<file path="src/rtl/adder_arb_pkg.sv">
// Shared types and constants for the round-robin adder arbiter.
package adder_arb_pkg;

    // Operand width of the shared adder datapath.
    localparam int unsigned ADD_WIDTH = 16;

    // Default number of requesters sharing the adder.
    localparam int unsigned NUM_REQ_DEFAULT = 4;

    // Arbiter control states.
    typedef enum logic [1:0] {
        StIdle = 2'd0,
        StAdd  = 2'd1,
        StResp = 2'd2
    } state_e;

    // Increment an index modulo n (used for the round-robin pointer).
    function automatic int unsigned wrap_inc(input int unsigned idx, input int unsigned n);
        return (idx + 1) % n;
    endfunction

endpackage

</file>
<file path="src/rtl/adder_arbiter_if.sv">
// Request/response bus between the requesters, the consumer and the adder arbiter.
interface adder_arbiter_if
    import adder_arb_pkg::*;
#(
    parameter int unsigned NUM_REQ = NUM_REQ_DEFAULT,
    parameter int unsigned WIDTH   = ADD_WIDTH
);
    localparam int unsigned ID_W = $clog2(NUM_REQ);

    logic [NUM_REQ-1:0]       req_valid;
    logic [NUM_REQ*WIDTH-1:0] req_x;
    logic [NUM_REQ*WIDTH-1:0] req_y;
    logic [NUM_REQ-1:0]       req_cin;
    logic [NUM_REQ-1:0]       req_ready;
    logic                     rsp_valid;
    logic                     rsp_ready;
    logic [ID_W-1:0]          rsp_id;
    logic [WIDTH-1:0]         rsp_sum;
    logic                     rsp_carry;
    logic                     busy;

    // Requester/consumer side.
    modport master (
        output req_valid, req_x, req_y, req_cin, rsp_ready,
        input  req_ready, rsp_valid, rsp_id, rsp_sum, rsp_carry, busy
    );

    // Arbiter side.
    modport slave (
        input  req_valid, req_x, req_y, req_cin, rsp_ready,
        output req_ready, rsp_valid, rsp_id, rsp_sum, rsp_carry, busy
    );

endinterface

</file>
<file path="src/rtl/Adder_16bit.sv">
// 16-bit ripple-style adder with carry-in and carry-out; the shared datapath.
module Adder_16bit (
    input  logic [15:0] a_i,
    input  logic [15:0] b_i,
    input  logic        cin_i,
    output logic [15:0] sum_o,
    output logic        cout_o
);

    // Unsigned 17-bit sum of both operands and the carry-in.
    always_comb begin
        {cout_o, sum_o} = {1'b0, a_i} + {1'b0, b_i} + {16'd0, cin_i};
    end

endmodule

</file>
<file path="src/rtl/adder_arbiter.sv">
// Round-robin arbiter granting one requester at a time access to a single shared adder.
// Grant in IDLE, registered add in ADD, result held in RESP until the consumer takes it.
module adder_arbiter
    import adder_arb_pkg::*;
#(
    parameter int unsigned NUM_REQ = NUM_REQ_DEFAULT,
    parameter int unsigned WIDTH   = ADD_WIDTH
) (
    input  logic             clk,
    input  logic             rst_n,
    adder_arbiter_if.slave   bus
);

    localparam int unsigned ID_W = $clog2(NUM_REQ);

    state_e               state_q, state_d;
    logic [ID_W-1:0]      ptr_q, ptr_d;
    logic [ID_W-1:0]      id_q, id_d;
    logic [WIDTH-1:0]     x_q, x_d;
    logic [WIDTH-1:0]     y_q, y_d;
    logic                 cin_q, cin_d;
    logic [WIDTH-1:0]     sum_q, sum_d;
    logic                 carry_q, carry_d;

    logic [WIDTH-1:0]     add_sum;
    logic                 add_cout;
    logic                 grant_found;
    logic [ID_W-1:0]      grant_idx;
    logic [NUM_REQ-1:0]   req_ready;

    // First valid index at or after 'start', wrapping; MSB of the result flags a hit.
    function automatic logic [ID_W:0] rr_pick(input logic [NUM_REQ-1:0] valid,
                                              input logic [ID_W-1:0]    start);
        logic [ID_W:0] res;
        int            j;
        res = '0;
        // Walk from the farthest candidate back so the closest valid one wins.
        for (int i = int'(NUM_REQ) - 1; i >= 0; i--) begin
            j = (int'(start) + i) % int'(NUM_REQ);
            if (valid[j]) begin
                res = {1'b1, ID_W'(j)};
            end
        end
        return res;
    endfunction

    // The one and only adder in the datapath, fed from the captured operands.
    Adder_16bit u_adder (
        .a_i    (x_q),
        .b_i    (y_q),
        .cin_i  (cin_q),
        .sum_o  (add_sum),
        .cout_o (add_cout)
    );

    // Round-robin selection from current requests and pointer.
    always_comb begin
        {grant_found, grant_idx} = rr_pick(bus.req_valid, ptr_q);
    end

    // Next-state, capture and handshake logic.
    always_comb begin
        state_d       = state_q;
        ptr_d         = ptr_q;
        id_d          = id_q;
        x_d           = x_q;
        y_d           = y_q;
        cin_d         = cin_q;
        sum_d         = sum_q;
        carry_d       = carry_q;
        req_ready     = '0;
        bus.rsp_valid = 1'b0;

        unique case (state_q)
            StIdle: begin
                // Gate with rst_n so no grant is shown while reset is held.
                if (grant_found && rst_n) begin
                    req_ready[grant_idx] = 1'b1;
                    id_d    = grant_idx;
                    x_d     = bus.req_x[int'(grant_idx)*int'(WIDTH) +: WIDTH];
                    y_d     = bus.req_y[int'(grant_idx)*int'(WIDTH) +: WIDTH];
                    cin_d   = bus.req_cin[grant_idx];
                    ptr_d   = ID_W'(wrap_inc(int'(grant_idx), NUM_REQ));
                    state_d = StAdd;
                end
            end
            StAdd: begin
                sum_d   = add_sum;
                carry_d = add_cout;
                state_d = StResp;
            end
            StResp: begin
                bus.rsp_valid = 1'b1;
                if (bus.rsp_ready) begin
                    state_d = StIdle;
                end
            end
            default: begin
                state_d = StIdle;
            end
        endcase
    end

    // State, pointer, operand and result registers.
    always_ff @(posedge clk or negedge rst_n) begin
        if (!rst_n) begin
            state_q <= StIdle;
            ptr_q   <= '0;
            id_q    <= '0;
            x_q     <= '0;
            y_q     <= '0;
            cin_q   <= 1'b0;
            sum_q   <= '0;
            carry_q <= 1'b0;
        end else begin
            state_q <= state_d;
            ptr_q   <= ptr_d;
            id_q    <= id_d;
            x_q     <= x_d;
            y_q     <= y_d;
            cin_q   <= cin_d;
            sum_q   <= sum_d;
            carry_q <= carry_d;
        end
    end

    // Registered results straight to the bus.
    always_comb begin
        bus.req_ready = req_ready;
        bus.rsp_id    = id_q;
        bus.rsp_sum   = sum_q;
        bus.rsp_carry = carry_q;
        bus.busy      = (state_q != StIdle);
    end

endmodule
</file>
<file path="src/flat_wrapper.sv">
// flat-port wrapper written by rule: the top's interface ports become plain ports
module adder_arbiter_flat import adder_arb_pkg::*;
#(
    parameter int unsigned NUM_REQ = NUM_REQ_DEFAULT,
    parameter int unsigned WIDTH   = ADD_WIDTH
)
  (clk, rst_n, bus_req_valid, bus_req_x, bus_req_y, bus_req_cin, bus_rsp_ready, bus_req_ready, bus_rsp_valid, bus_rsp_id, bus_rsp_sum, bus_rsp_carry, bus_busy);
  adder_arbiter_if #(.NUM_REQ(NUM_REQ), .WIDTH(WIDTH)) bus_i ();
  input  logic clk;
  input  logic rst_n;
  input wire logic [$bits(bus_i.req_valid)-1:0] bus_req_valid;
  input wire logic [$bits(bus_i.req_x)-1:0] bus_req_x;
  input wire logic [$bits(bus_i.req_y)-1:0] bus_req_y;
  input wire logic [$bits(bus_i.req_cin)-1:0] bus_req_cin;
  input wire logic [$bits(bus_i.rsp_ready)-1:0] bus_rsp_ready;
  output wire logic [$bits(bus_i.req_ready)-1:0] bus_req_ready;
  output wire logic [$bits(bus_i.rsp_valid)-1:0] bus_rsp_valid;
  output wire logic [$bits(bus_i.rsp_id)-1:0] bus_rsp_id;
  output wire logic [$bits(bus_i.rsp_sum)-1:0] bus_rsp_sum;
  output wire logic [$bits(bus_i.rsp_carry)-1:0] bus_rsp_carry;
  output wire logic [$bits(bus_i.busy)-1:0] bus_busy;
  assign bus_i.req_valid = bus_req_valid;
  assign bus_i.req_x = bus_req_x;
  assign bus_i.req_y = bus_req_y;
  assign bus_i.req_cin = bus_req_cin;
  assign bus_i.rsp_ready = bus_rsp_ready;
  assign bus_req_ready = bus_i.req_ready;
  assign bus_rsp_valid = bus_i.rsp_valid;
  assign bus_rsp_id = bus_i.rsp_id;
  assign bus_rsp_sum = bus_i.rsp_sum;
  assign bus_rsp_carry = bus_i.rsp_carry;
  assign bus_busy = bus_i.busy;
  adder_arbiter #(.NUM_REQ(NUM_REQ), .WIDTH(WIDTH)) u_core (.clk(clk), .rst_n(rst_n), .bus(bus_i));
endmodule
</file>
<file path="config.mk">
export PLATFORM = sky130hd
export DESIGN_NAME = adder_arbiter_flat
export DESIGN_NICKNAME = d
export VERILOG_FILES = /design/src/rtl/adder_arb_pkg.sv /design/src/rtl/adder_arbiter_if.sv /design/src/rtl/Adder_16bit.sv /design/src/rtl/adder_arbiter.sv /design/src/flat_wrapper.sv
export SDC_FILE = /design/constraint.sdc
export NUM_CORES = 1
export LEC_CHECK = 0
export ABC_CLOCK_PERIOD_IN_PS = 4980
export BUFFER_PORTS_ARGS = -buffer_cell sky130_fd_sc_hd__buf_2
export CAP_MARGIN = 15
export CORE_MARGIN = 3
export CORE_UTILIZATION = 53
export CTS_CLUSTER_SIZE = 12
export DETAILED_ROUTE_END_ITERATION = 8
export GPL_TIMING_DRIVEN = 0
export PLACE_DENSITY = 0.95
export REMOVE_ABC_BUFFERS = 1
export SLEW_MARGIN = 40
export SYNTH_ARGS = -nofsm -noshare
export SYNTH_HDL_FRONTEND = slang
export SYNTH_HIERARCHICAL = 1
export SYNTH_SLANG_ARGS = --single-unit
</file>
<file path="constraint.sdc">
create_clock -name clk -period 4.98 [get_ports clk]
set_input_delay 0.249 -clock clk [delete_from_list [all_inputs] [get_ports clk]]
set_output_delay 0.249 -clock clk [all_outputs]
set_load 0.02 [all_outputs]
</file>
* Word-level counts from Yosys, hierarchy flattened
Index checks and enable logic that the tools add are counted.
** Cells by class
- $add $sub $neg :: 6
- $lt $le $gt $ge :: 6
- Equality and inequality tests :: 4
- Shift operators :: 2
- Mux-type cells :: 25
- Bitwise operators :: 3
- Reductions and logical operators :: 9
** Operators by type and width (count)
- 64-bit by 7-bit variable part select with 16-bit output :: 2
- 16-bit by 16-bit adder with 17-bit output :: 1
- 17-bit by 1-bit adder with 17-bit output :: 1
- 3-bit by 4-bit less-than comparator with 1-bit output, second input constant :: 3
- 3-bit 2-to-1 mux :: 4
- 1-bit binary-select mux with 2-bit select :: 5
- 1-bit 2-to-1 mux :: 10
- 4-bit 2-to-1 mux :: 2
- 2-bit by 3-bit less-than comparator with 1-bit output, second input constant :: 2
- 2-bit case mux with 3 select lines :: 1
- 2-bit OR reduction :: 3
- 2-bit by 1-bit adder with 2-bit output, second input constant :: 2
- 2-bit adder, second input constant :: 2
- 2-bit 2-to-1 mux :: 2
- 2-bit AND reduction :: 2
- 1-bit bitwise AND, first input constant :: 3
- 1-bit demux with 2-bit select :: 1
- 2-bit by 1-bit equality test with 1-bit output, second input constant :: 1
- 2-bit equality test, second input constant :: 1
- 2-bit by 1-bit greater-or-equal comparator with 1-bit output, second input constant :: 1
- 1-bit logical AND :: 2
- 2-bit zero test :: 1
- 2-bit by 1-bit inequality test with 1-bit output, second input constant :: 1
- 2-bit inequality test, second input constant :: 1
- 2-bit nonzero test :: 1
** Word-level totals
- Register bits after elaboration :: 56
- Input bits :: 139
- Word-level logic and storage cells :: 63

* Logic depth before layout (Yosys ltp)
- Depth in word-level cells :: 16
- Mapped depth :: 9

* Hierarchy
The synthesis kept the hierarchy.
** By module, submodules not included
- adder_arbiter :: times used 1, cells an instance 341, area an instance 3294.4 um^2, sequential area each 1401.3 um^2
- Adder_16bit :: times used 1, cells an instance 89, area an instance 733.2 um^2, sequential area each 0.0 um^2

* Worst setup path before layout
No wires, ideal clock.
- Path kind :: reg-to-reg
- Start :: reg u_core.x_q[0]
- End :: reg u_core.carry_q (netlist: u_core/bus.rsp_carry)
- Library setup time :: 0.125 ns
- Arrival time :: 2.534 ns
- Data required time :: 4.855 ns
- Setup slack :: 2.321 ns
- Cell stages (with the launch flop) :: 10
- Period minus slack after synthesis :: 2.659 ns
- Cell sequence :: dfrtp_1 -> fa_1 -> fa_1 -> a21oi_2 -> o21ai_2 -> a21oi_2 -> o221ai_2 -> a221o_1 -> a21o_1 -> mux2_2
** Between the ends
- Cells in the longest elaborated chain, start to end :: 2
** RTL lines
- start, declared :: line adder_arbiter.sv:19 : logic [WIDTH-1:0] x_q, x_d;
- start signal, assigned :: line adder_arbiter.sv:110 : x_q <= '0;
- start signal, assigned :: line adder_arbiter.sv:119 : x_q <= x_d;
- 16-bit by 16-bit adder with 17-bit output :: line Adder_16bit.sv:12 : {cout_o, sum_o} = {1'b0, a_i} + {1'b0, b_i} + {16'd0, cin_i};
- 17-bit by 1-bit adder with 17-bit output :: line Adder_16bit.sv:12
- net u_core.add_cout :: line adder_arbiter.sv:26 : logic add_cout;
- end signal, assigned :: line adder_arbiter.sv:123 : carry_q <= carry_d;
- end, declared :: line adder_arbiter.sv:23 : logic carry_q, carry_d;
The timed path passes the listed nets, and every way through them passes these cells.
A chain may end at the register's enable or synchronous reset.

* Final worst setup path
Same ends and word-level chain as after synthesis.

==> impl_metrics.csv <==
group,metric,value,unit
power_and_ir_drop,clkPwrFrac,0.097,
timing,finalSetupViolations,0,
clock_network,clock-sinks,56,
place,hpwl,8300,um
drt,routedWlPerCell,16.7,um
global_routing,grt_usage,0.254,
global_routing,top_usage_layer,"met2",
logic_synthesis,ys_seq_area_frac,0.348,
floorplan,placementRows,31,
cells_and_area,antenna_cells,0,
drt,drc_errors,0,
drt,drtAntennaViolNets,0,
place,dpl.cell_count,664,
power_and_ir_drop,switching_share,0.453,
global_routing,grt_max_degree,58,
timing,worst_pin_slew,0.817,ns
critical_path,r2r_slack,2.01,ns
logic_synthesis,yosys_warnings,6,
cells_and_area,final_util,0.676,
floorplan,die_x,93.2,um
drt,viasPerCell,5.83,
logic_synthesis,synth_edf_count,0,
critical_path,worstSetupStartpointType,"register",
logic_synthesis,synth_area,4030,sq um
global_routing,use_met1,0.309,
logic_synthesis,ys.flop_type,"dfrtp_1",
power_and_ir_drop,p_comb_frac,0.630,
run_status,status,"finished, violations left",
power_and_ir_drop,internal_power,1.64,mW
drt,wl,11200,um
global_routing,antenna_found_initial,0,
floorplan,die_h,93.2,um
critical_path,r2r-start,"u_core/x_q[0]$_DFFE_PN0P_",
logic_synthesis,synthTopCellsByArea,"dfrtp_1 (35%), mux2i_1 (8.2%), a21o_1 (7.3%), o211ai_1 (6.2%), mux2_2 (4.8%)",
clock_network,clock_latency,0.30,ns
cells_and_area,nets,728,
logic_synthesis,async_flop_share,1.00,
timing,min_period,2.97,ns
clock_network,ctsResizeCount,0,
logic_synthesis,syn_inst,430,
cells_and_area,areaGrowthSynthToFinish,23.0,%
clock_network,clk_path_buf_depth,2,
power_and_ir_drop,power_frac_seq,0.273,
logic_synthesis,ys_ff_latch,56,
critical_path,arrival,3.16,ns
global_routing,overflow,0,
timing,slew_violations,0,
cells_and_area,layout_common_cells,"buf_2 (162), dfrtp_1 (56), nand2_1 (43), o21ai_0 (38), a21o_1 (37)",
run_status,violations,"negative hold slack",
power_and_ir_drop,power.density,604,nW/um^2
timing,slew_headroom,0.455,
clock_network,root_buffer,"clkbuf_8",
timing,timing.final.crit_share,0.596,
timing,finalHoldViolCount,8,
floorplan,core,7330,sq um
cells_and_area,final_common_cell,"buf_2",
clock_network,hold_buffers,0,
global_routing,gr-usage-met2,0.466,
critical_path,path_class,"reg -> reg",
clock_network,cts_max_level,2,
global_routing,met3_usage,0.0338,
global_routing,grt_pass1_wl,18100,um
timing,skew,0.00786,ns
logic_synthesis,syn_area_per_cell,9.37,sq um
floorplan,start_util,0.549,
critical_path,reg2reg_to,"u_core/bus.rsp_carry$_DFFE_PN0N_",
place,port_buffers,163,
drt,vias,3917,
critical_path,required,5.17,ns
clock_network,tritoncts,"built",
power_and_ir_drop,leakagePower,2.46,nW
logic_synthesis,yosysTopAreaCell,"dfrtp_1",
critical_path,reg2regPathDepth,9,
timing,fin_hold_ws,-0.0109,ns
worst_hold_path,hp-class,"in -> async",
floorplan,die-area,8680,sq um
timing,clock.fmax,337,MHz
power_and_ir_drop,ir_drop,0.299,mV
cells_and_area,fin_cells,672,
place,gp_congestion,0.773,
global_routing,grt_pass1_vias,4027,
timing,tns,0,ns
clock_network,cts-buffers-inserted,5,
clock_network,postCtsSetupBuffers,0,
drt,first_iter_violations,176,
logic_synthesis,synthDistinctLibCells,49,
cells_and_area,drive_above_1_share,0.368,
critical_path,critPathMaxFanout,3,
run,max-cap-violations,0,
timing,grt_setup_unrepaired,"no",
clock_network,clk_pin_slew_worst_paths,0.10,ns
floorplan,ios,164,
power_and_ir_drop,switchingPower,1.35,mW
critical_path,endpoint_kind,"register",
logic_synthesis,yosysTopAreaCellShare,0.348,
drt,first_pass_iters,7,
==> cell families (layout without fill, tap and decap cells) <==
family                   after synthesis  after routing  share of synthesized area
AO/OA/AOI/OAI                        147            147                      0.254
AND/OR/NAND/NOR                      108            108                      0.129
buffers and inverters                 37            180                     0.0500
multiplexers                          50             50                      0.130
XOR/XNOR                              15             15                     0.0326
flip-flops                            56             56                      0.348
adder cells (fa/ha/maj)               17             17                     0.0565
==> critical path, cell delays in order (launching register included) <==
cell	delay (ns)
dfrtp_1	0.41
fa_1	0.48
fa_1	0.45
a21oi_2	0.20
o21ai_2	0.11
a21oi_2	0.23
o221ai_2	0.19
a221o_1	0.35
a21o_1	0.18
mux2_2	0.25
==> final cells by class <==
cell class,instances,area (sq um)
repair buffers,165,848
fillers,571,2380
clock inverters,2,35.0
inverters,7,26.3
flip-flops and latches,56,1400
multi-input cells,337,2440
well taps,99,124
clock buffers,6,72.6
==> state kept, by name, summed over array words and instances, names as in the netlist <==
name and cells:
u_core/bus.rsp_carry 1, u_core/bus.rsp_id 2, u_core/bus.rsp_sum 16, u_core/cin_q 1
u_core/ptr_q 2, u_core/state_q 2, u_core/x_q 16, u_core/y_q 16
==> per-layer routing <==
layer | up-vias | part of all wire
met2 | 173 | 0.52
met5 | - | 0
li1 | 1856 | -
met4 | 0 | 0.019
met1 | 1864 | 0.39
met3 | 24 | 0.066
==> power groups by stage <==
| stage | combinational [mW] | sequential, mW | clock [mW] |
|---|---|---|---|
| 5_1_grt | 2.08 | 0.843 | 0.319 |
| 3_3_place_gp | 1.75 | 0.811 | 0 |
| 3_5_place_dp | 1.87 | 0.824 | 0 |
| 2_1_floorplan | 1.29 | 0.888 | 0 |
| 4_1_cts | 1.88 | 0.814 | 0.299 |
| 6_report | 1.88 | 0.818 | 0.289 |
==> metrics by stage <==
stage	total power, mW	worst slack (ns)	instance area [sq um]
6_report	2.99	2.01	4950
5_1_grt	3.24	1.92	4950
4_1_cts	2.99	2.03	4950
3_5_place_dp	2.70	2.05	4840
3_3_place_gp	2.56	1.30	4790
2_1_floorplan	2.18	2.32	3850
==> synth_stat cells, types with 2 or more instances <==
| cell type | n |
|---|---|
| xnor2_1 | 10 |
| mux2i_1 | 33 |
| o21bai_1 | 3 |
| a21o_1 | 39 |
| xor2_1 | 5 |
| nor2_1 | 10 |
| clkbuf_1 | 9 |
| a21oi_1 | 11 |
| o21ai_1 | 3 |
| dfrtp_1 | 56 |
| o21ai_2 | 2 |
| o211ai_1 | 33 |
| buf_2 | 14 |
| and3_1 | 2 |
| buf_6 | 6 |
| mux2_2 | 17 |
| a21oi_2 | 3 |
| nand2b_1 | 7 |
| ha_1 | 15 |
| nand3_1 | 36 |
| o21ai_0 | 38 |
| o21a_1 | 2 |
| nand2_1 | 44 |
| fa_1 | 2 |
| inv_1 | 6 |
==> how the worst max path moves through the flow <==
stage,from,endpoint,slack [ns],depth (start not counted)
floorplan,u_core/x_q[0]$_DFFE_PN0P_,u_core/bus.rsp_carry$_DFFE_PN0N_,2.32,9
global placement,rst_n,bus_req_ready[0],1.30,7
detailed placement,u_core/x_q[0]$_DFFE_PN0P_,u_core/bus.rsp_carry$_DFFE_PN0N_,2.05,9
CTS,u_core/x_q[0]$_DFFE_PN0P_,u_core/bus.rsp_carry$_DFFE_PN0N_,2.03,9
global route,u_core/x_q[0]$_DFFE_PN0P_,u_core/bus.rsp_carry$_DFFE_PN0N_,1.92,9
finish,u_core/x_q[0]$_DFFE_PN0P_,u_core/bus.rsp_carry$_DFFE_PN0N_,2.01,9
Note: power is estimated with default switching activity, not from simulation.
